## config.mk

```make
export PLATFORM = sky130hd
export DESIGN_NAME = midi_tx
export DESIGN_NICKNAME = d
export VERILOG_FILES = /design/src/rtl/midi_tx.sv
export SDC_FILE = /design/constraint.sdc
export NUM_CORES = 1
export LEC_CHECK = 0
export ABC_AREA = 1
export BUFFER_PORTS_ARGS = -buffer_cell sky130_fd_sc_hd__buf_4
export CAP_MARGIN = 20
export CORE_AREA = 2 2 61 107
export CTS_BUF_LIST = sky130_fd_sc_hd__clkbuf_16
export DETAILED_ROUTE_END_ITERATION = 16
export DIE_AREA = 0 0 63 109
export SETUP_SLACK_MARGIN = 0.5
export SYNTH_ARGS = -nofsm -noshare
export SYNTH_HDL_FRONTEND = slang
export SYNTH_SLANG_ARGS = --single-unit
```

## constraint.sdc

```tcl
create_clock -name clk -period 1.9 [get_ports clk]
set_input_delay 0.095 -clock clk [delete_from_list [all_inputs] [get_ports clk]]
set_output_delay 0.095 -clock clk [all_outputs]
set_load 0.03 [all_outputs]
```

## src/rtl/midi_tx.sv

```systemverilog
// Serial MIDI Note On transmitter: status/note/velocity frames with optional
// running status and selectable wire bit order.
module midi_tx #(
  parameter int unsigned INPUT_CLOCK_FREQ = 100_000_000,
  parameter int unsigned BAUD_RATE        = 31_250,
  parameter int unsigned MSB_FIRST        = 1,
  parameter int unsigned RUNNING_STATUS   = 1
) (
  input  logic       clk,
  input  logic       rst,
  input  logic       msg_valid,
  output logic       msg_ready,
  input  logic       msg_on,
  input  logic [3:0] msg_channel,
  input  logic [6:0] msg_note,
  input  logic [6:0] msg_velocity,
  output logic       data_out,
  output logic       busy
);

  localparam int unsigned BIT_P = INPUT_CLOCK_FREQ / BAUD_RATE;
  localparam int unsigned CW    = (BIT_P > 1) ? $clog2(BIT_P) : 1;
  localparam logic [CW-1:0] CLK_LAST = CW'(BIT_P - 1);

  typedef enum logic [1:0] {IDLE, START, DATA, STOP} state_t;
  typedef enum logic [1:0] {SEL_STATUS, SEL_NOTE, SEL_VEL} sel_t;

  state_t        state;
  sel_t          cur;
  logic [CW-1:0] clk_cnt;
  logic [2:0]    bit_cnt;
  logic [7:0]    shreg;
  logic [7:0]    note_b;
  logic [7:0]    vel_b;
  logic [7:0]    last_status;

  logic [7:0] status_b;
  logic       skip_status;
  logic       accept;
  logic       clk_done;
  logic       out_bit;
  logic [7:0] shifted;

  always_comb begin
    status_b    = {4'h9, msg_channel};
    skip_status = (RUNNING_STATUS != 0) && (status_b == last_status);
    accept      = msg_valid && msg_ready;
    clk_done    = (clk_cnt == CLK_LAST);
    out_bit     = (MSB_FIRST != 0) ? shreg[7] : shreg[0];
    shifted     = (MSB_FIRST != 0) ? {shreg[6:0], 1'b0} : {1'b0, shreg[7:1]};
  end

  always_ff @(posedge clk or posedge rst) begin
    if (rst) begin
      state       <= IDLE;
      cur         <= SEL_STATUS;
      clk_cnt     <= '0;
      bit_cnt     <= '0;
      shreg       <= '0;
      note_b      <= '0;
      vel_b       <= '0;
      last_status <= '0;
      data_out    <= 1'b1;
      msg_ready   <= 1'b1;
      busy        <= 1'b0;
    end else begin
      case (state)
        IDLE: begin
          if (accept) begin
            note_b    <= {1'b0, msg_note};
            vel_b     <= msg_on ? {1'b0, msg_velocity} : '0;
            msg_ready <= 1'b0;
            busy      <= 1'b1;
            data_out  <= 1'b0;
            clk_cnt   <= '0;
            state     <= START;
            if (skip_status) begin
              shreg <= {1'b0, msg_note};
              cur   <= SEL_NOTE;
            end else begin
              shreg       <= status_b;
              cur         <= SEL_STATUS;
              last_status <= status_b;
            end
          end
        end
        START: begin
          if (clk_done) begin
            clk_cnt  <= '0;
            bit_cnt  <= '0;
            data_out <= out_bit;
            shreg    <= shifted;
            state    <= DATA;
          end else begin
            clk_cnt <= clk_cnt + CW'(1);
          end
        end
        DATA: begin
          if (clk_done) begin
            clk_cnt <= '0;
            if (bit_cnt == 3'd7) begin
              data_out <= 1'b1;
              state    <= STOP;
            end else begin
              bit_cnt  <= bit_cnt + 3'd1;
              data_out <= out_bit;
              shreg    <= shifted;
            end
          end else begin
            clk_cnt <= clk_cnt + CW'(1);
          end
        end
        STOP: begin
          if (clk_done) begin
            clk_cnt <= '0;
            case (cur)
              SEL_STATUS: begin
                shreg    <= note_b;
                cur      <= SEL_NOTE;
                data_out <= 1'b0;
                state    <= START;
              end
              SEL_NOTE: begin
                shreg    <= vel_b;
                cur      <= SEL_VEL;
                data_out <= 1'b0;
                state    <= START;
              end
              default: begin
                msg_ready <= 1'b1;
                busy      <= 1'b0;
                state     <= IDLE;
              end
            endcase
          end else begin
            clk_cnt <= clk_cnt + CW'(1);
          end
        end
        default: state <= IDLE;
      endcase
    end
  end

endmodule

```

==> summary.json, run 1 <==
{
  "outcome": {"value": "complete, no violations"},
  "rr_startpoint": {"value": "clk_cnt[0]$_DFFE_PP0P_"},
  "report.final.hold_viol_count": {"value": 0},
  "syn_inst": {"value": 349},
  "antenna_violations_before_repair": {"value": 0},
  "timing.critical_path.from": {"value": "clk_cnt[0]$_DFFE_PP0P_"},
  "floorplan.io_pins": {"value": 25},
  "grt_util_all_layers": {"value": 22.52, "unit": "%"},
  "detail_route.drc_violations": {"value": 0},
  "floorplan.die.height": {"value": 109, "unit": "µm"},
  "wl_met1": {"value": 2.296, "unit": "mm"},
  "filler_cell_count": {"value": 548},
  "tritoncts": {"value": "yes"},
  "dr.pass1.iters": {"value": 4},
  "synthDominantAreaCellType": {"value": "sky130_fd_sc_hd__dfrtp_1"},
  "dieArea": {"value": 6867, "unit": "µm²"},
  "worstPathMaxFanout": {"value": 8},
  "clock_buffer_count_from_cts": {"value": 5},
  "finalSetupTns": {"value": 0, "unit": "ns"},
  "report.final.slew_viol_count": {"value": 0},
  "synth_seq_cells": {"value": 49},
  "min_period_over_period": {"value": 85.81, "unit": "%"},
  "finalSetupViolations": {"value": 0},
  "antenna-diode-count": {"value": 0},
  "clock_latency": {"value": 0.30, "unit": "ns"},
  "total_length_of_routed_met3_wires": {"value": 214, "unit": "µm"},
  "synth.top_cell.area_share": {"value": 44.51, "unit": "%"},
  "detailroute.via_count": {"value": 2475},
  "grt_setup_unrepaired": {"value": "yes"},
  "max_clock_freq": {"value": 0.6133, "unit": "GHz"},
  "postRouteAntennaNets": {"value": 0},
  "r2r_slack": {"value": 0.27, "unit": "ns"},
  "clock_tree.buffer_depth": {"value": 2},
  "critical_path_class": {"value": "register to register"},
  "drt-total-wl": {"value": 7.070, "unit": "mm"},
  "number_of_global_route_vias_before_repair": {"value": 2583},
  "tightest_slew": {"value": 0.4360, "unit": "ns"},
  "post_route_cells_drive_above_1_share": {"value": 37.80, "unit": "%"},
  "synth_area_leaders": {"value": "sky130_fd_sc_hd__dfrtp_1, sky130_fd_sc_hd__nand2_1, sky130_fd_sc_hd__inv_1, sky130_fd_sc_hd__nand3_1, sky130_fd_sc_hd__o21ai_0"},
  "cts.sink_count": {"value": 49},
  "crit_required": {"value": 2.09, "unit": "ns"},
  "core_area": {"value": 6038, "unit": "µm²"},
  "ys_types": {"value": 31},
  "timing.hold.worst.class": {"value": "input pin to register"},
  "end_kind": {"value": "register"},
  "htree_num_levels": {"value": 2},
  "critical_path_cell_by_cell": {"value": "ha_2 > nand3_2 > nor2_4 > nand2_4 > nand2_4 > nand3_4 > nor2_8 > inv_8 > nand2_2 > nand2_2"},
  "worst_slew_margin_rel": {"value": 70.89, "unit": "%"},
  "multi_input_gate_area": {"value": 1578, "unit": "µm²"},
  "hold_depth": {"value": 3},
  "cts_root_buffer": {"value": "sky130_fd_sc_hd__clkbuf_16"},
  "leakage": {"value": 1.791, "unit": "nW"},
  "ys_seq_area_share": {"value": 46.50, "unit": "%"},
  "count_of_flip_flops_with_a_built_in_enable_after_synthesis": {"value": 0},
  "post_synth_instance_area": {"value": 2643, "unit": "µm²"},
  "routed_met2_length": {"value": 4.136, "unit": "mm"},
  "drt_iter0_markers": {"value": 88},
  "power.density": {"value": 528.3, "unit": "nW/µm²"},
  "drt-vias-per-instance": {"value": 5.051},
  "grt_remaining_overflow": {"value": 0},
  "critPathLaunchType": {"value": "register"},
  "fin_worst_skew": {"value": 0.008729, "unit": "ns"},
  "worst_path_largest_cell_delay": {"value": 0.37, "unit": "ns"},
  "dr.max_layer_used": {"value": "met4"},
  "clk_pin_slew": {"value": 0.07, "unit": "ns"},
  "num-nets-final": {"value": 439},
  "fin_util": {"value": 62.29, "unit": "%"},
  "area_growth": {"value": 42.33, "unit": "%"},
  "critPathCapture": {"value": "shreg[4]$_DFFE_PP0P_"},
  "port_buffers": {"value": 24},
  "die_width": {"value": 63, "unit": "µm"},
  "fp-row-count": {"value": 38},
  "cp_data_arrival_time": {"value": 1.82, "unit": "ns"},
  "yosys-top-cells-count": {"value": "sky130_fd_sc_hd__nand2_1, sky130_fd_sc_hd__dfrtp_1, sky130_fd_sc_hd__inv_1"},
  "synth.most_common_cell": {"value": "sky130_fd_sc_hd__nand2_1"},
  "synth_ff_type": {"value": "sky130_fd_sc_hd__dfrtp_1"},
  "synth-warning-count": {"value": 0},
  "floorplan.initialDensity": {"value": 43.76, "unit": "%"},
  "period_minus_slack": {"value": 1.630, "unit": "ns"},
  "ir_drop": {"value": 788.7, "unit": "µV"},
  "maximum_number_of_pins_on_one_net_before_global_route_repair": {"value": 22},
  "synth_area_per_cell": {"value": 7.572, "unit": "µm²"},
  "r2r-end": {"value": "shreg[4]$_DFFE_PP0P_"},
  "hpwl": {"value": 4.895, "unit": "mm"},
  "ys_async_sr_fraction": {"value": 100.0, "unit": "%"},
  "cap_viol_max_count": {"value": 0},
  "mappedNetlistNets": {"value": 379},
  "grt_pass1_wl": {"value": 11.61, "unit": "mm"},
  "timing.reg2reg.worst_path_depth": {"value": 10},
  "routed_wire_length_per_instance": {"value": 14.43, "unit": "µm"},
  "final-seq-area": {"value": 1231, "unit": "µm²"},
  "critPathSlowestCell": {"value": "sky130_fd_sc_hd__dfrtp_1"},
  "finalWeightedCongestion": {"value": 0.8121}
}
flip-flops by register name, indices dropped and copies added (netlist names):
signal	flops
clk_cnt	12
shreg	8
note_b	7
vel_b	7
last_status	5
bit_cnt	3
cur	2
state	2
busy	1
data_out	1
msg_ready	1
worst max-delay path: cells and delay by family (launching register included):
kind / cells / cell delay, ns
adder cells (fa/ha/maj): 1 / 0.22
buffers and inverters: 1 / 0.07
flip-flops: 1 / 0.37
AND/OR/NAND/NOR: 8 / 0.86
kinds of logic after synthesis:
| family | Yosys count | synth area share, % |
|---|---|---|
| AO/OA/AOI/OAI | 36 | 7.340 |
| flip-flops | 49 | 46.50 |
| AND/OR/NAND/NOR | 206 | 34.52 |
| buffers and inverters | 47 | 6.865 |
| adder cells (fa/ha/maj) | 8 | 3.788 |
| XOR/XNOR | 3 | 0.9945 |
placed cells by master (no fill, tap or decap), drive strengths merged:
master	netlist	routed
buf	2	55
inv	41	42
a22o	1	1
dlygate4sd3	0	1
o211ai	1	1
nand2	138	138
nor2	25	26
o31ai	1	1
a211oi	1	1
a21oi	6	6
o21ai	25	25
clkinvlp	0	1
o21a	1	1
clkinv	1	2
nor3	3	3
and3	1	1
nand4	8	8
or2	2	2
dfrtp	47	47
dfstp	2	2
xor2	3	3
clkbuf	3	6
ha	8	8
nand3	29	29
per-stage QoR:
stage | hold WS (ns) | std cells | setup WS (ns) | power (mW) | area [µm²]
after floorplan | 0.2116 | 349 | 0.3933 | 1.095 | 2685
final | 0.02181 | 490 | 0.2696 | 1.987 | 3761
after detailed placement | 0.1345 | 453 | 0.1348 | 1.147 | 2978
after global placement | 0.1340 | 453 | 0.1767 | 1.146 | 2978
after global routing | 0.01788 | 490 | 0.1964 | 2.062 | 3761
after CTS | 0.01893 | 485 | 0.3012 | 2.004 | 3548
metal layers:
metal	vias up	GRT usage, %
met5	-	0
li1	1230	-
met2	55	44.83
met4	0	14.92
met1	1163	20.01
met3	27	4.025
power by group:
part | internal, mW | total [mW] | switching [mW] | leakage (nW)
Clock | 0.475 | 0.856 | 0.382 | 0.0738
Combinational | 0.0380 | 0.0875 | 0.0495 | 1.07
Sequential | 1.04 | 1.04 | 0 | 0.643
Total | 1.56 | 1.99 | 0.431 | 1.79
final cells by class:
type,count,area share (%)
well taps,80,2.661
clock buffers,5,3.327
clock inverters,3,0.2994
flip-flops and latches,49,32.73
inverters,42,5.023
repair buffers,57,14.01
multi-input cells,254,41.95
worst min path at each step:
stage | to | slack [ns] | startpoint
final | note_b[6]$_DFFE_PP0P_ | 0.02 | msg_note[6]
after global routing | note_b[6]$_DFFE_PP0P_ | 0.02 | msg_note[6]
after CTS | note_b[5]$_DFFE_PP0P_ | 0.02 | msg_note[5]
after detailed placement | cur[0]$_DFFE_PP0P_ | 0.13 | rst
after global placement | cur[0]$_DFFE_PP0P_ | 0.13 | rst
after floorplan | note_b[4]$_DFFE_PP0P_ | 0.21 | msg_note[4]
timing repair:
action,in CTS,in global routing
setup endpoints to repair,48,48
gates cloned,3,0
pin swaps,19,21
resized for setup,65,55
hold endpoints to repair,17,0
buffers inserted,20,5
hold buffers,1,0
No activity file was read; power rests on OpenSTA's default activity.
==> run 2: changes to the inputs <==
Settings changed: PLACE_DENSITY set to 0.63.
==> run 2 against run 1 <==
First-iteration DRC count up 26%. Cell count up 2.7%. Sequential share of layout area down 2.1 points. Total power up 7.4%. Global-route usage down 0.67 points. Worst setup slack worse by 0.058 ns. Register-to-register slack worse by 0.06 ns.
==> summary.json, run 2 (synthesized netlist as in run 1, its figures left out) <==
{
  "outcome": {"value": "complete, no violations"},
  "htree_num_levels": {"value": 2},
  "filler_cell_count": {"value": 492},
  "cp_dominant_cell_by_count": {"value": "sky130_fd_sc_hd__nand2_1"},
  "die_width": {"value": 63, "unit": "µm"},
  "post_route_cells_drive_above_1_share": {"value": 43.50, "unit": "%"},
  "drt-vias-per-instance": {"value": 5.091},
  "cts_root_buffer": {"value": "sky130_fd_sc_hd__clkbuf_16"},
  "tritoncts": {"value": "yes"},
  "critPathLaunchType": {"value": "register"},
  "min_period_over_period": {"value": 88.85, "unit": "%"},
  "num-nets-final": {"value": 452},
  "hpwl": {"value": 4.672, "unit": "mm"},
  "clk_pin_slew": {"value": 0.07, "unit": "ns"},
  "fin_worst_hold_slack": {"value": 0.01456, "unit": "ns"},
  "floorplan.die.height": {"value": 109, "unit": "µm"},
  "cts.sink_count": {"value": 49},
  "critical_path_class": {"value": "register to register"},
  "postRouteAntennaNets": {"value": 0},
  "grt_pass1_wl": {"value": 11.63, "unit": "mm"},
  "core_area": {"value": 6038, "unit": "µm²"},
  "dpl_worst_slack": {"value": 0.08647, "unit": "ns"},
  "power.density": {"value": 530.3, "unit": "nW/µm²"},
  "antenna-diode-count": {"value": 0},
  "dieArea": {"value": 6867, "unit": "µm²"},
  "detailroute.via_count": {"value": 2561},
  "floorplan.initialDensity": {"value": 43.76, "unit": "%"},
  "clock_tree.buffer_depth": {"value": 2},
  "finalSetupTns": {"value": 0, "unit": "ns"},
  "report.final.slew_viol_count": {"value": 0},
  "reg.largest.list": {"value": "clk_cnt x12, shreg x8"},
  "fp-row-count": {"value": 38},
  "worst_path_largest_cell_delay": {"value": 0.46, "unit": "ns"},
  "max_clock_freq": {"value": 0.5924, "unit": "GHz"},
  "area_growth": {"value": 52.23, "unit": "%"},
  "leakage": {"value": 1.870, "unit": "nW"},
  "number_of_global_route_vias_before_repair": {"value": 2579},
  "ir_drop": {"value": 588.8, "unit": "µV"},
  "grt_setup_unrepaired": {"value": "yes"},
  "clock_buffer_count_from_cts": {"value": 5},
  "tightest_slew": {"value": 0.3803, "unit": "ns"},
  "layout.cells.most_common": {"value": "sky130_fd_sc_hd__nand2_1"},
  "timing.hold.worst.class": {"value": "input pin to register"},
  "end_kind": {"value": "register"},
  "mostFrequentLayoutCells": {"value": "sky130_fd_sc_hd__nand2_1, sky130_fd_sc_hd__buf_4, sky130_fd_sc_hd__dfrtp_1"},
  "worstPathMaxFanout": {"value": 8},
  "crit_required": {"value": 2.09, "unit": "ns"},
  "worst_slack_setup_final": {"value": 0.2119, "unit": "ns"},
  "finalWeightedCongestion": {"value": 0.8653},
  "maximum_number_of_pins_on_one_net_before_global_route_repair": {"value": 19},
  "port_buffers": {"value": 24},
  "critPathSlowestCell": {"value": "sky130_fd_sc_hd__dfrtp_2"},
  "floorplan.io_pins": {"value": 25},
  "worst_slew_margin_rel": {"value": 74.61, "unit": "%"},
  "grt_util_all_layers": {"value": 21.86, "unit": "%"},
  "drt_iter0_markers": {"value": 111},
  "largest_reg_flops": {"value": 12},
  "grt_remaining_overflow": {"value": 0},
  "registers.top_by_ff_count": {"value": "clk_cnt"},
  "drt-total-wl": {"value": 7.435, "unit": "mm"},
  "antenna_violations_before_repair": {"value": 0},
  "r2r_slack": {"value": 0.21, "unit": "ns"},
  "finalSetupViolations": {"value": 0},
  "cap_viol_max_count": {"value": 0},
  "fin_worst_skew": {"value": 0.004222, "unit": "ns"},
  "design_power_total": {"value": 2.133, "unit": "mW"},
  "routed_wire_length_per_instance": {"value": 14.78, "unit": "µm"},
  "critical_path_cell_by_cell": {"value": "buf_6 > ha_4 > or2_4 > nand2_4 > nand3_4 > nor2_8 > clkinv_4 > nand2_1 > nand2_1"},
  "period_minus_slack": {"value": 1.688, "unit": "ns"},
  "cp_data_arrival_time": {"value": 1.87, "unit": "ns"},
  "detail_route.drc_violations": {"value": 0},
  "dr.pass1.iters": {"value": 4},
  "clock_latency": {"value": 0.29, "unit": "ns"},
  "report.final.hold_viol_count": {"value": 0}
}
run 2: critical path: cells and delay by family, from the launching register on:
family	cells	cell delay (ns)
adder cells (fa/ha/maj)	1	0.14
buffers and inverters	2	0.25
flip-flops	1	0.46
AND/OR/NAND/NOR	6	0.74
run 2: power breakdown:
| part | leakage, nW | switching, mW | internal (mW) |
|---|---|---|---|
| clock network | 0.0850 | 0.387 | 0.614 |
| registers | 0.641 | 0 | 1.04 |
| logic | 1.14 | 0.0507 | 0.0380 |
run 2: cell type report:
cell class | count | area (µm²) | area share, %
clock inverters | 3 | 38.79 | 0.9642
clock buffers | 5 | 125.1 | 3.110
flip-flops and latches | 49 | 1234 | 30.67
repair buffers | 70 | 643.1 | 15.99
inverters | 42 | 190.2 | 4.728
multi-input cells | 254 | 1692 | 42.05
well taps | 80 | 100.1 | 2.488
run 2: per-stage QoR:
step	util, %	std cells	cell area [µm²]
after floorplan	-	349	2685
after global placement	49.44	454	2985
after detailed placement	49.44	454	2985
after CTS	60.65	488	3662
after global routing	66.62	503	4023
final	66.62	503	4023
run 2: path summary, 6_finish.rpt:
path / to / startpoint / depth (start not counted)
worst max-delay path: shreg[0]$_DFFE_PP0P_ / state[0]$_DFFE_PP0P_ / 9
worst min-delay path: note_b[4]$_DFFE_PP0P_ / msg_note[4] / 3
worst max register to register: shreg[0]$_DFFE_PP0P_ / state[0]$_DFFE_PP0P_ / 9
worst min register to register: shreg[6]$_DFFE_PP0P_ / shreg[6]$_DFFE_PP0P_ / 2
max in group asynchronous: data_out$_DFFE_PP1P_ / rst / 4
min in group asynchronous: note_b[6]$_DFFE_PP0P_ / rst / 3
run 2: metal layers:
| layer | global-route usage (%) | share of wire (%) | vias up |
|---|---|---|---|
| met1 | 20.86 | 35 | 1229 |
| met2 | 43.16 | 58 | 51 |
| met4 | 12.70 | 4.9 | 0 |
| met3 | 3.302 | 2.1 | 25 |
| li1 | - | - | 1256 |
| met5 | 0 | 0 | - |
run 2: repair_timing:
item,CTS,global route
hold buffers,1,0
gates cloned,3,0
hold endpoints to repair,16,0
setup buffers,22,15
endpoints found under the setup margin,48,48
resized for setup,80,70
pin swaps,26,33
